`config.mk`:
```
export PLATFORM = sky130hd
export DESIGN_NAME = idu_q
export DESIGN_NICKNAME = d
export VERILOG_FILES = /design/src/rtl/idu_q.sv
export SDC_FILE = /design/constraint.sdc
export NUM_CORES = 1
export LEC_CHECK = 0
export CORE_MARGIN = 2
export CORE_UTILIZATION = 50
export DETAILED_ROUTE_END_ITERATION = 8
export GPL_TIMING_DRIVEN = 0
export PLACE_DENSITY = 0.76
export SYNTH_ARGS = -nofsm -noshare
export SYNTH_HDL_FRONTEND = slang
export SYNTH_SLANG_ARGS = --single-unit
```
`constraint.sdc`:
```
create_clock -name clk -period 12.4 [get_ports clk]
set_input_delay 2.48 -clock clk [delete_from_list [all_inputs] [get_ports clk]]
set_output_delay 2.48 -clock clk [all_outputs]
set_load 0.05 [all_outputs]
```
`src/rtl/idu_q.sv`:
```
// idu_q: RV32I/RV64I decode stage feeding a DEPTH-entry decoded-instruction queue
// Ports: clk, rst (async, active high), i_flush;
//   upstream   i_valid/o_ready, i_insn, i_pc;
//   downstream o_valid/i_ready, o_insn, o_pc, o_rd/o_rs1/o_rs2, o_rf_we, o_rs1_re/o_rs2_re,
//   o_imm, o_fu_cls, o_alu_op, o_word, o_lsu_size, o_lsu_sigext, o_br_f3, o_illegal, o_count.
// Optional: IDU_Q_BYPASS_EN lets an empty queue forward the decoded bundle in the same cycle.
module idu_q #(
  parameter int XLEN  = 64,
  parameter int DEPTH = 4,
  parameter int CNT_W = $clog2(DEPTH) + 1
) (
  input  logic             clk,
  input  logic             rst,
  input  logic             i_flush,
  input  logic             i_valid,
  output logic             o_ready,
  input  logic [31:0]      i_insn,
  input  logic [XLEN-1:0]  i_pc,
  output logic             o_valid,
  input  logic             i_ready,
  output logic [31:0]      o_insn,
  output logic [XLEN-1:0]  o_pc,
  output logic [4:0]       o_rd,
  output logic [4:0]       o_rs1,
  output logic [4:0]       o_rs2,
  output logic             o_rf_we,
  output logic             o_rs1_re,
  output logic             o_rs2_re,
  output logic [XLEN-1:0]  o_imm,
  output logic [2:0]       o_fu_cls,
  output logic [3:0]       o_alu_op,
  output logic             o_word,
  output logic [1:0]       o_lsu_size,
  output logic             o_lsu_sigext,
  output logic [2:0]       o_br_f3,
  output logic             o_illegal,
  output logic [CNT_W-1:0] o_count
);
  localparam bit RV64 = XLEN == 64;
  localparam int AW = $clog2(DEPTH);
  localparam logic [2:0] BRU = 3'd1, LOAD = 3'd2, STORE = 3'd3, SYS = 3'd4;
  typedef struct packed {
    logic [31:0]     insn;
    logic [XLEN-1:0] pc;
    logic [4:0]      rd, rs1, rs2;
    logic            rf_we, rs1_re, rs2_re;
    logic [XLEN-1:0] imm;
    logic [2:0]      fu_cls;
    logic [3:0]      alu_op;
    logic            word;
    logic [1:0]      lsu_size;
    logic            lsu_sigext;
    logic [2:0]      br_f3;
    logic            illegal;
  } bundle_t;
  function automatic logic [3:0] alu_of(input logic [2:0] f, input logic alt);
    case (f)
      3'd0:    alu_of = alt ? 4'd1 : 4'd0;
      3'd1:    alu_of = 4'd2;
      3'd2:    alu_of = 4'd3;
      3'd3:    alu_of = 4'd4;
      3'd4:    alu_of = 4'd5;
      3'd5:    alu_of = alt ? 4'd7 : 4'd6;
      3'd6:    alu_of = 4'd8;
      default: alu_of = 4'd9;
    endcase
  endfunction
  logic [6:0] opc, f7;
  logic [2:0] f3;
  logic is_sh, legal, use_rd, use_rs1, use_rs2;
  logic [XLEN-1:0] imm_i, imm_s, imm_b, imm_u, imm_j, shamt;
  bundle_t dec, head;
  assign opc = i_insn[6:0];
  assign f3 = i_insn[14:12];
  assign f7 = i_insn[31:25];
  // funct3 001/101 are the shift encodings in both OP-IMM and OP-IMM-32
  assign is_sh = f3[1:0] == 2'b01;
  assign imm_i = XLEN'($signed(i_insn[31:20]));
  assign imm_s = XLEN'($signed({i_insn[31:25], i_insn[11:7]}));
  assign imm_b = XLEN'($signed({i_insn[31], i_insn[7], i_insn[30:25], i_insn[11:8], 1'b0}));
  assign imm_u = XLEN'($signed({i_insn[31:12], 12'b0}));
  assign imm_j = XLEN'($signed({i_insn[31], i_insn[19:12], i_insn[20], i_insn[30:21], 1'b0}));
  assign shamt = RV64 ? XLEN'(i_insn[25:20]) : XLEN'(i_insn[24:20]);
  always_comb begin
    dec = '0;
    legal = 1'b0;
    use_rd = 1'b0;
    use_rs1 = 1'b0;
    use_rs2 = 1'b0;
    dec.insn = i_insn;
    dec.pc = i_pc;
    case (opc)
      7'b0110111: begin legal = 1'b1; use_rd = 1'b1; dec.imm = imm_u; dec.alu_op = 4'd10; end
      7'b0010111: begin legal = 1'b1; use_rd = 1'b1; dec.imm = imm_u; dec.alu_op = 4'd11; end
      7'b1101111: begin legal = 1'b1; use_rd = 1'b1; dec.imm = imm_j; dec.fu_cls = BRU; end
      7'b1100111: begin
        legal = f3 == 3'd0;
        use_rd = 1'b1;
        use_rs1 = 1'b1;
        dec.imm = imm_i;
        dec.fu_cls = BRU;
      end
      7'b1100011: begin
        legal = f3[2:1] != 2'b01;
        use_rs1 = 1'b1;
        use_rs2 = 1'b1;
        dec.imm = imm_b;
        dec.fu_cls = BRU;
        dec.br_f3 = f3;
      end
      7'b0000011: begin
        legal = f3 != 3'd7 && (RV64 || (f3 != 3'd3 && f3 != 3'd6));
        use_rd = 1'b1;
        use_rs1 = 1'b1;
        dec.imm = imm_i;
        dec.fu_cls = LOAD;
        dec.lsu_size = f3[1:0];
        dec.lsu_sigext = !f3[2];
      end
      7'b0100011: begin
        legal = !f3[2] && (RV64 || f3 != 3'd3);
        use_rs1 = 1'b1;
        use_rs2 = 1'b1;
        dec.imm = imm_s;
        dec.fu_cls = STORE;
        dec.lsu_size = f3[1:0];
      end
      7'b0010011: begin
        // slli needs funct6=0, srli/srai funct6=0/010000; shamt[5] only exists on RV64
        legal = !is_sh || (!i_insn[31] && i_insn[29:26] == 4'd0 && (f3[2] || !i_insn[30]) && (RV64 || !i_insn[25]));
        use_rd = 1'b1;
        use_rs1 = 1'b1;
        dec.imm = is_sh ? shamt : imm_i;
        dec.alu_op = alu_of(f3, is_sh && i_insn[30]);
      end
      7'b0011011: begin
        legal = RV64 && (f3 == 3'd0 || (is_sh && (f7 == 7'h00 || (f7 == 7'h20 && f3[2]))));
        use_rd = 1'b1;
        use_rs1 = 1'b1;
        dec.imm = is_sh ? shamt : imm_i;
        dec.alu_op = alu_of(f3, is_sh && f7[5]);
        dec.word = 1'b1;
      end
      7'b0110011: begin
        legal = f7 == 7'h00 || (f7 == 7'h20 && (f3 == 3'd0 || f3 == 3'd5));
        use_rd = 1'b1;
        use_rs1 = 1'b1;
        use_rs2 = 1'b1;
        dec.alu_op = alu_of(f3, f7[5]);
      end
      7'b0111011: begin
        legal = RV64 && (f3 == 3'd0 || is_sh) && (f7 == 7'h00 || (f7 == 7'h20 && f3 != 3'd1));
        use_rd = 1'b1;
        use_rs1 = 1'b1;
        use_rs2 = 1'b1;
        dec.alu_op = alu_of(f3, f7[5]);
        dec.word = 1'b1;
      end
      7'b0001111: begin legal = f3 == 3'd0; dec.fu_cls = SYS; end
      7'b1110011: begin legal = i_insn == 32'h0000_0073 || i_insn == 32'h0010_0073; dec.fu_cls = SYS; end
      default: ;
    endcase
    // illegal encodings travel as inert SYS bundles so the trap is taken in order
    if (!legal) begin
      dec.fu_cls = SYS;
      dec.imm = '0;
      dec.alu_op = 4'd0;
      dec.word = 1'b0;
      dec.lsu_size = 2'd0;
      dec.lsu_sigext = 1'b0;
      dec.br_f3 = 3'd0;
      use_rd = 1'b0;
      use_rs1 = 1'b0;
      use_rs2 = 1'b0;
    end
    dec.illegal = !legal;
    dec.rd = use_rd ? i_insn[11:7] : 5'd0;
    dec.rs1 = use_rs1 ? i_insn[19:15] : 5'd0;
    dec.rs2 = use_rs2 ? i_insn[24:20] : 5'd0;
    dec.rf_we = use_rd && i_insn[11:7] != 5'd0;
    dec.rs1_re = use_rs1;
    dec.rs2_re = use_rs2;
  end
  bundle_t mem [DEPTH];
  logic [AW-1:0] wr_q, wr_d, rd_q, rd_d;
  logic [CNT_W-1:0] cnt_q, cnt_d;
  logic push, pop, byp;
`ifdef IDU_Q_BYPASS_EN
  assign byp = cnt_q == '0 && i_valid && i_ready && !i_flush;
`else
  assign byp = 1'b0;
`endif
  assign o_ready = cnt_q < CNT_W'(DEPTH);
  assign o_valid = cnt_q != '0 || byp;
  assign push = i_valid && o_ready && !i_flush && !byp;
  assign pop = cnt_q != '0 && i_ready && !i_flush;
  assign wr_d = i_flush ? '0 : wr_q + AW'(push);
  assign rd_d = i_flush ? '0 : rd_q + AW'(pop);
  assign cnt_d = i_flush ? '0 : cnt_q + CNT_W'(push) - CNT_W'(pop);
  always_ff @(posedge clk or posedge rst) begin
    if (rst) begin
      wr_q <= '0;
      rd_q <= '0;
      cnt_q <= '0;
    end else begin
      wr_q <= wr_d;
      rd_q <= rd_d;
      cnt_q <= cnt_d;
    end
  end
  always_ff @(posedge clk) begin
    if (push) mem[wr_q] <= dec;
  end
  assign head = byp ? dec : mem[rd_q];
  assign o_insn = head.insn;
  assign o_pc = head.pc;
  assign o_rd = head.rd;
  assign o_rs1 = head.rs1;
  assign o_rs2 = head.rs2;
  assign o_rf_we = head.rf_we;
  assign o_rs1_re = head.rs1_re;
  assign o_rs2_re = head.rs2_re;
  assign o_imm = head.imm;
  assign o_fu_cls = head.fu_cls;
  assign o_alu_op = head.alu_op;
  assign o_word = head.word;
  assign o_lsu_size = head.lsu_size;
  assign o_lsu_sigext = head.lsu_sigext;
  assign o_br_f3 = head.br_f3;
  assign o_illegal = head.illegal;
  assign o_count = cnt_q;
endmodule

```
==> Word-level counts from Yosys, hierarchy flattened <==
Memory sizes are Yosys's and may differ from the RTL's.
Cells that the tools add are included.
{ "op_classes": {"add_sub_neg": 4, "order_cmp": 1, "eq_ne": 26, "mux": 30, "n_reduce_logical": 46} }
{ "op_table": {"columns": ["operator", "n"], "rows": [
  ["$pmux W64 S6", 1],
  ["$mux W78", 1],
  ["$mux W64", 1],
  ["$pmux W4 S7", 2],
  ["$eq A7 B6 Y1 const B", 5],
  ["$eq A32 B21 Y1 const B", 1],
  ["$eq A32 B7 Y1 const B", 1],
  ["$eq A7 B7 Y1 const B", 4],
  ["$eq A7 B5 Y1 const B", 3],
  ["$pmux W4 S4", 1],
  ["$reduce_or A2 Y1", 8],
  ["$mux W5", 3],
  ["$mux W1", 14],
  ["$logic_and A1 B1 Y1", 13],
  ["$pmux W3 S4", 1],
  ["$pmux W1 S10", 1],
  ["$eq A3 B3 Y1 const B", 3],
  ["$logic_or A1 B1 Y1", 9],
  ["$reduce_or A9 Y1", 1],
  ["$reduce_or A8 Y1", 1],
  ["$eq A7 B2 Y1 const B", 1],
  ["$eq A7 B4 Y1 const B", 1],
  ["$logic_not A7 Y1", 1],
  ["$eq A3 B2 Y1 const B", 2],
  ["18 further kinds", 28]
]} }
{ "totals": {"register_bits": 7, "mem_bits_rw": 772, "input_bits": 101, "out_inout_bits": 198, "word_cells": 111, "mem_count": 1} }
{ "memory_table": {"columns": ["name", "depth", "width", "read_ports", "rd_ports_with_merged_regs", "wr", "line", "source"], "rows": [
  ["mem", 4, 193, 1, 0, 1, "184", "bundle_t mem [DEPTH];"]
]} }

==> Longest topological paths before layout <==
Gate-level depths: netlist of run 1.
{ "logic_depth": {"depth_word": 8, "mapped_depth": 8, "ltp_nobuf": 8} }

==> Worst setup path after synthesis of run 1 <==
No wires, ideal clock.
{ "synth_path": {"path_kind": "input-to-reg", "from": "input i_flush", "to": "memory mem[0][0] (netlist bit) (enable)", "setup_ps": 879, "t_arrival_ps": 13515, "required_time_ps": 11521, "setup_slack_ps": -1994, "stages": 3, "n_path_buf": 0, "cell_sequence": "nor2_1 nand2_1 nor3_1"} }
{ "synth_via": {"elab_chain_len": 4} }
{ "synth_lines": {"columns": ["item", "line", "source"], "rows": [
  ["start, declared", "14", "input logic i_flush,"],
  ["$logic_not A1 Y1", "195", "assign push = i_valid && o_ready && !i_flush && !byp;"],
  ["$logic_and A1 B1 Y1", "195", null],
  ["$mux W1", "212", "if (push) mem[wr_q] <= dec;"],
  ["$mux W1 (implied by the code)", "212", null],
  ["end, declared", "184", null]
]} }
No other way between the ends.

==> Worst setup path in the final report of run 1 <==
{ "layout_path": {"from": "register rd_q[0]", "to": "output o_insn[0]"} }
{ "layout_via": {"elab_chain_len": 1} }
{ "layout_lines": {"columns": ["item", "line", "source"], "rows": [
  ["start, declared", "185", "logic [AW-1:0] wr_q, wr_d, rd_q, rd_d;"],
  ["start signal, assigned", "207", "rd_q <= rd_d;"],
  ["$mem_v2 Z4 W193", null, null],
  ["end, declared", "21", "output logic [31:0] o_insn,"]
]} }
No other way between the ends.

==> results.cfg, run 1 <==
[status]
status = finished, final reports clean

[final_layout]
syn_to_final_growth_pct = 26.6
diodes = 0
mostFrequentLayoutCell = edfxtp_1
drive_above_1_share_pct = 21.3
stdcell_area_mm2 = 0.0316
fillCellCount = 3307
finalNetCount = 1646
layout_common_cells = 644 x edfxtp_1, 298 x clkdlybuf4s50_1, 161 x mux4_2

[pwr]
fin_total_pwr_mw = 5.73
intPower_mw = 4.11
p_per_area_mw_per_mm2 = 181
p_switching_mw = 1.62
ir_worst_vdd_uv = 131
swShare_pct = 28.4
power_leakage_nw = 10.1
clkPwrFrac_pct = 33.8
pwr-share-comb_pct = 22.3
seq_power_share_pct = 43.9

[yosys]
synthCells = 1144
async_flop_share_pct = 1.08
synth.distinct_cells = 50
netlist.area_leader.share_pct = 77.5
syn_nets = 1250
ys_ff_latch = 651
synth_top_flop_cell = edfxtp_1
seq_area_frac_synth_pct = 78.2
synth_edf_count = 644
synthTopCellsByArea = edfxtp_1 78%, mux4_2 15%, buf_4 0.99%
synth_area_mm2 = 0.0249
synth_warnings = 0
synth_top_area_cell = edfxtp_1
syn-mean-instance-area_um2 = 21.8

[floorplan]
die_h_um = 227
ios = 299
core_area_mm2 = 0.0491
num_rows = 81
start_util_pct = 50.8
die_x_um = 227
dieArea_mm2 = 0.0517

[sta]
slew_headroom_pct = 26.0
min_period_ns = 6.89
holdWs_ns = 0.625
setup_viol = 0
fmax_mhz = 145
fin_skew_ns = 0.0103
period_share_pct = 55.5
fin_tns_setup_ns = 0
slew_viol_final = 0
worstMarginPinSlew_ns = 1.11
hold_violations = 0
rsz0062_at_grt = no

[drt]
drt_iter0_markers = 1248
drt_pass1_iterations = 5
drcViolationCount = 0
via_per_inst = 5.70
drt_wl_total_mm = 56.6
routedWlPerCell_um = 25.1
ant_nets = 0
vias = 12800

[critical_path]
crit_required_ns = 9.92
r2r-end = mem[1][29]
worstPathArrival_ns = 4.41
critPathLaunchType = flop
r2r_slack_ns = 9.58
r2r_cells = 9
worstSetupPathType = reg -> out
worst_r2r_startpoint = o_count[2]
crit_chain = clkbuf_1, clkbuf_1, buf_1, mux4_2, clkdlybuf4s50_1
cpLargestDelayFamily = buffers and inverters
worst-path-buf-inv = 4
crit_slowest_cell = buf_1
cp_common_cell = clkbuf_1
cp_max_fo = 10
critPathMaxStageDelay_ns = 0.78
cp-end-kind = output pin

[clock_tree]
worstSkewPairLatency_ns = 0.58
root_buffer = clkbuf_16
cts_buffers = 68
clk_pin_slew_worst_paths_ns = 0.06
cts_buffer_depth = 3
cts_hold_buf = 0
htreeDepth = 3
cts_setup_buffers = 0
cts_resized = 0
tritoncts = yes
cts_sinks = 651

[global_route]
antenna_found_initial = 2
grt_max_degree = 57
grt_remaining_overflow = 0
grt_pass1_vias = 13200
grt_first_pass_wirelength_mm = 82.9
grt_use_total_pct = 22.2

[placement]
place.gp.congestion = 0.879
port_buffers = 298
dp_hpwl_mm = 37.9
place_area_mm2 = 0.0294

[hold_path]
min_from = rd_q[0]
hp-class = reg -> reg
min_path_cells = 2
min_to = rd_q[0]

[flow_run]
maxCapViolations = 0
-- cells in the mapped netlist (3+ instances only) --
master,number
nand3_1,9
o21ai_0,11
a22oi_1,4
nor2_1,49
xnor2_1,4
mux4_2,161
dfrtp_1,7
ha_1,4
nor3_1,8
nand3b_1,3
nand2_1,49
a21oi_1,32
edfxtp_1,644
and3b_1,8
buf_4,33
inv_1,9
clkbuf_1,23
nor3b_1,3
nand4_1,4
buf_1,19
nor2b_1,10
buf_2,13
-- cells by family after synthesis --
group	after synthesis	synth area share (%)
DFF	651	78.2
muxes	162	14.6
and+or+nand+nor	162	3.25
buffers and inverters	97	2.02
AOI/OAI and AO/OA	62	1.46
xor gates and xnor gates	5	0.176
adders and majority gates	5	0.281
-- worst max path at each step --
stage                  from    endpoint  depth (start not counted)
detailed placement  rd_q[0]   o_insn[0]                          5
global route        rd_q[0]  o_insn[14]                          5
global placement    i_flush  mem[1][35]                          6
CTS                 rd_q[0]   o_insn[0]                          5
finish              rd_q[0]   o_insn[0]                          5
floorplan           i_flush   mem[1][0]                          5
-- power groups by stage --
stage | sequential (mW) | clock (mW) | combinational [mW]
floorplan | 2.58 | 0 | 0.817
global placement | 2.59 | 0 | 1.24
detailed placement | 2.56 | 0 | 1.28
CTS | 2.52 | 1.98 | 1.29
global route | 2.52 | 2.06 | 1.33
finish | 2.52 | 1.94 | 1.28
-- cell type report --
cell class | instances | area [um2] | area share [%]
Clock inverter | 39 | 320 | 1.01
Inverter | 9 | 33.8 | 0.107
Timing Repair Buffer | 326 | 3640 | 11.5
Tap cell | 664 | 831 | 2.63
Sequential cell | 651 | 19500 | 61.8
Clock buffer | 81 | 1810 | 5.75
Buffer | 88 | 470 | 1.49
Multi-Input combinational cell | 396 | 4950 | 15.7
-- per-stage QoR --
step	util, %	instances	worst slack (ns)
after floorplan	-	1144	2.18
after global placement	58.6	2106	-3.94
after detailed placement	60.0	2134	6.01
after CTS	64.4	2254	5.35
after global routing	64.4	2254	5.23
final	64.4	2254	5.51
-- worst register-to-register path: cells and delay by family, from the launching register on --
| family | cells | cell delay, ns |
|---|---|---|
| flops | 1 | 0.45 |
| simple gates | 4 | 0.95 |
| buf+inv | 5 | 1.12 |
-- state kept, by name, summed over array words and instances, names as in the netlist --
register	count
mem	644
o_count	3
rd_q	2
wr_q	2
-- per-layer routing --
| metal | share of wire (%) | up-vias | global-route usage, % |
|---|---|---|---|
| met2 | 50 | 537 | 36.1 |
| met4 | 2.0 | 4 | 5.46 |
| li1 | - | 5508 | - |
| met5 | 0.048 | - | 0 |
| met1 | 39 | 6704 | 29.5 |
| met3 | 9.4 | 94 | 6.84 |
Note: power is estimated with default switching activity, not from simulation.
==> inputs of run 2 (changes only) <==
- CORE_UTILIZATION: 50 -> 53
- clock period: 12.4 -> 6.5 ns (I/O delays scaled with it)
==> run 2 against run 1 <==
  * Clock-buffer cell count unchanged
  * Total power rose by 88%
  * Sequential share of layout area grew 0.46 points
  * Clock skew is 0.012 ns higher
  * Design area shrank 0.73%
  * Worst setup slack got worse by 4.7 ns
  * Largest power group unchanged
  * Non-clock buffer count shrank 1
  * Critical path depth is the same
  * Critical endpoint is now o_insn[11]
==> results.cfg, run 2 (synthesis results as in run 1) <==
[sta]
period_share_pct = 88.1
fin_skew_ns = 0.0225
hold_violations = 0
fin_ws_ns = 0.776
fmax_mhz = 175
worstMarginPinSlew_ns = 1.12
rsz0062_at_grt = no
slew_viol_final = 0
slew_headroom_pct = 25.2
min_period_ns = 5.72
setup_viol = 0

[clock_tree]
cts_buffer_depth = 3
root_buffer = clkbuf_16
clk_pin_slew_worst_paths_ns = 0.06
worstSkewPairLatency_ns = 0.59
cts_hold_buf = 0
cts_buffers = 67
tritoncts = yes
htreeDepth = 3
cts_sinks = 651
cts_resized = 0
cts_setup_buffers = 0

[flow_run]
maxCapViolations = 0

[critical_path]
crit_chain = clkbuf_1, clkbuf_1, buf_1, mux4_2, clkdlybuf4s50_1
cp_common_cell = clkbuf_1
worstSetupPathType = reg -> out
critPathMaxStageDelay_ns = 0.82
worst-path-buf-inv = 4
crit_slowest_cell = clkdlybuf4s50_1
r2r_cells = 8
cpLargestDelayFamily = buffers and inverters
crit_cells = 5
crit_required_ns = 5.20
r2r_slack_ns = 4.19
cp_max_fo = 10
worstPathArrival_ns = 4.42
worst_r2r_startpoint = o_count[2]
r2r-end = o_count[2]
cp-end-kind = output pin
critPathLaunchType = flop

[pwr]
intPower_mw = 7.72
p_switching_mw = 3.06
fin_total_pwr_mw = 10.8
p_per_area_mw_per_mm2 = 344
ir_worst_vdd_uv = 265
clkPwrFrac_pct = 33.0
seq_power_share_pct = 44.5
swShare_pct = 28.4
pwr-share-comb_pct = 22.5
power_leakage_nw = 10.1

[drt]
vias = 12900
drcViolationCount = 0
drt_wl_total_mm = 55.5
ant_nets = 0
drt_pass1_iterations = 8
drt_iter0_markers = 1169
via_per_inst = 5.88
routedWlPerCell_um = 25.3

[floorplan]
die_h_um = 221
start_util_pct = 53.7
ios = 299
num_rows = 79
die_x_um = 221
dieArea_mm2 = 0.0488
core_area_mm2 = 0.0465

[final_layout]
largest_reg_flops = 644
top_register = mem
syn_to_final_growth_pct = 25.7
finalNetCount = 1644
mostFrequentLayoutCell = edfxtp_1
diodes = 0
drive_above_1_share_pct = 21.1
layout_common_cells = 644 x edfxtp_1, 298 x clkdlybuf4s50_1, 161 x mux4_2
post-route-util_pct = 67.5

[global_route]
grt_remaining_overflow = 0
grt_max_degree = 58
grt_use_total_pct = 22.9
antenna_found_initial = 0
grt_pass1_vias = 13200
grt_first_pass_wirelength_mm = 83.3

[hold_path]
min_path_cells = 2
hp-class = reg -> reg
min_to = rd_q[0]
min_from = rd_q[0]

[placement]
dp_hpwl_mm = 36.6
dp_slack_ns = 1.31
port_buffers = 298
place.gp.congestion = 0.876

[status]
status = finished, final reports clean
run 2: metal layers:
metal  share of wire, %  GRT usage [%]
met1                 38           30.4
met3                9.4           6.24
met4                2.3           6.75
met5                  0              0
met2                 50           37.5
run 2: layout make-up:
type | instances | area, um2
sequential | 651 | 19500
fill | 2967 | 15100
multi-input combinational | 396 | 4950
timing repair buffer | 325 | 3570
clock buffer | 81 | 1790
tap | 607 | 759
buffer | 88 | 470
clock inverter | 35 | 249
inverter | 9 | 33.8
run 2: power groups by stage:
stage,registers [mW],logic (mW),clock network [mW]
final,4.80,2.42,3.56
after global routing,4.81,2.52,3.80
after CTS,4.80,2.45,3.63
after detailed placement,4.89,2.44,0
after global placement,4.93,2.36,0
after floorplan,4.92,1.56,0
run 2: stage by stage:
step / hold WS (ns) / instances / area (um2) / setup TNS [ns]
after floorplan: 0.583 / 1144 / 25000 / -283.14
after global placement: 0.599 / 2049 / 28700 / -2877.19
after detailed placement: 0.632 / 2076 / 29300 / 0
after CTS: 0.642 / 2192 / 31300 / 0
after global routing: 0.693 / 2192 / 31300 / 0
final: 0.635 / 2192 / 31300 / 0
run 2: how the worst max path moves through the flow:
stage | startpoint | end | slack, ns
after floorplan | i_flush | mem[0][0] | -1.76
after global placement | i_flush | mem[0][1] | -7.40
after detailed placement | rd_q[0] | o_insn[11] | 1.31
after CTS | rd_q[0] | o_insn[11] | 0.65
after global routing | rd_q[0] | o_insn[11] | 0.54
final | rd_q[0] | o_insn[11] | 0.78
run 2: worst min-delay path, delay by kind of cell, from the launching register on:
kind                       cells  cell delay (ns)
adders and majority gates      1             0.13
DFF                            1             0.35
and+or+nand+nor                1             0.11
==> patch (settings of run 1) <==
Register the output `o_count` once more; this adds one clock of latency there. The other outputs are not delayed to match.
--- a/src/rtl/idu_q.sv
+++ b/src/rtl/idu_q.sv
@@ -229,5 +229,7 @@
   assign o_br_f3 = head.br_f3;
   assign o_illegal = head.illegal;
-  assign o_count = cnt_q;
+  always_ff @(posedge clk) begin
+    o_count <= cnt_q;
+  end
 endmodule
 
Check against the original RTL: not equivalent (a bounded check fails within 4 cycles, from zero or initial values and one cycle with rst high).
==> patch against run 1 <==
Worst setup slack better by 0.061 ns. Routed wire length up 0.76%. Sequential cell count up 3. First-iteration DRC count down 7.5%. Final area up 0.30%. Total power up 1.6%. Synthesized area up 0.24%. Final cell count up 0.13%. Synthesized cell count up 0.26%. Largest cell class unchanged. Highest routed layer unchanged.
==> patch: results (changes against run 1) <==
[synthesis]
synthAdderAreaFrac_pct=0.280  ; -0.00067 points
synth_compound_area_share_pct=1.46  ; -0.0035 points
synthArstFlopShare_pct=1.07  ; -0.0049 points
synth_mux_area_share_pct=14.5  ; -0.035 points
ys_seq_area_share_pct=78.3  ; about the same
syn_nets=1253  ; +0.24%
synth_area_leaders=edfxtp_1, mux4_2, buf_4
ys.flop_type=edfxtp_1
ys_types=51  ; +2.0%
synth_cells=1147  ; +0.26%

[global_route]
grt_pass1_wl_um=83300  ; +0.49%
grt_antenna_before_repair=1  ; -1
grt_max_degree=56  ; -1.8%
groute.usage.overall_pct=22.3  ; +0.087 points

[final_layout]
fill_cells=3255  ; -1.6%
nNetsFinal=1647  ; +0.061%
drive_above_1_share_pct=20.9  ; -0.42 points

[drt]
dr.pass1.iters=6  ; +1
post_drt_wl_per_cell_um=25.2  ; +0.62%
drtIter0Drc=1154  ; -7.5%

[setup_path]
rrSetupSlack_ns=9.89  ; +0.31 ns
cp.arrival_ns=4.35  ; -0.06 ns
ff2ff_path_depth=7  ; -2
r2r_end=mem[1][141]

[timing]
fin_skew_ns=0.0110  ; +0.000698 ns

[hold_path]
holdPathEnd=o_count[0]
min_delay_path_depth=0  ; -2
hp-start=cnt_q[0]

[placed_design]
place_ws_ns=6.03  ; +0.0222 ns
placed_cell_area_um2=29400  ; about the same
dp.cells=2135  ; +0.047%

[outcome]
run_status=completed

[pwr]
leakage_nw=10.2  ; +0.46%

==> patch: worst max-delay path, cell delays in order, from the launching register on <==
cell and delay, ns:
dfrtp_1 0.35, clkbuf_1 0.56, clkbuf_1 0.69, buf_1 0.73, mux4_2 0.60, clkdlybuf4s50_1 0.81
==> patch: worst max-delay path by stage <==
stage	cells past startpoint	slack [ns]	start	endpoint
global route	5	5.26	rd_q[0]	o_insn[18]
detailed placement	5	6.03	rd_q[0]	o_insn[11]
floorplan	5	2.19	i_flush	mem[1][0]
finish	5	5.57	rd_q[0]	o_insn[18]
CTS	5	5.36	rd_q[0]	o_pc[58]
global placement	6	-3.87	i_flush	mem[1][158]
==> patch: report_power, final <==
group	switching [mW]	internal [mW]	total, mW
clock network	0.808	1.21	2.01
registers	0.0220	2.51	2.53
logic	0.798	0.478	1.28
==> patch: per-layer routing <==
| layer | GRT usage, % | wire length [µm] |
|---|---|---|
| met1 | 29.3 | 21400 |
| met2 | 35.8 | 28000 |
| met3 | 6.53 | 5720 |
| met4 | 7.72 | 1770 |
| met5 | 0 | 15 |
==> patch: logic make-up (layout without fill, tap and decap cells) <==
group                    after synthesis  in the layout
flip-flops                           654            654
multiplexers                         162            162
AND/OR/NAND/NOR                      162            162
buffers and inverters                 97            543
AO/OA/AOI/OAI                         62             62
adder cells (fa/ha/maj)                5              5
XOR/XNOR                               5              5
==> patch: per-stage QoR <==
step	setup TNS, ns	utilization (%)	hold slack [ns]
3_5_place_dp	0	59.9	0.389
5_1_grt	0	64.4	0.410
3_3_place_gp	-1658.04	58.6	0.384
2_1_floorplan	0	-	0.366
4_1_cts	0	64.4	0.403
6_report	0	64.4	0.405
==> patch: layout make-up <==
class / instances / area [µm²] / area share (%)
Sequential cell: 654 / 19600 / 61.8
Multi-Input combinational cell: 396 / 4950 / 15.6
Timing Repair Buffer: 324 / 3580 / 11.3
Clock buffer: 89 / 1900 / 5.98
Tap cell: 664 / 831 / 2.62
Buffer: 88 / 470 / 1.49
Clock inverter: 33 / 335 / 1.06
Inverter: 9 / 33.8 / 0.107
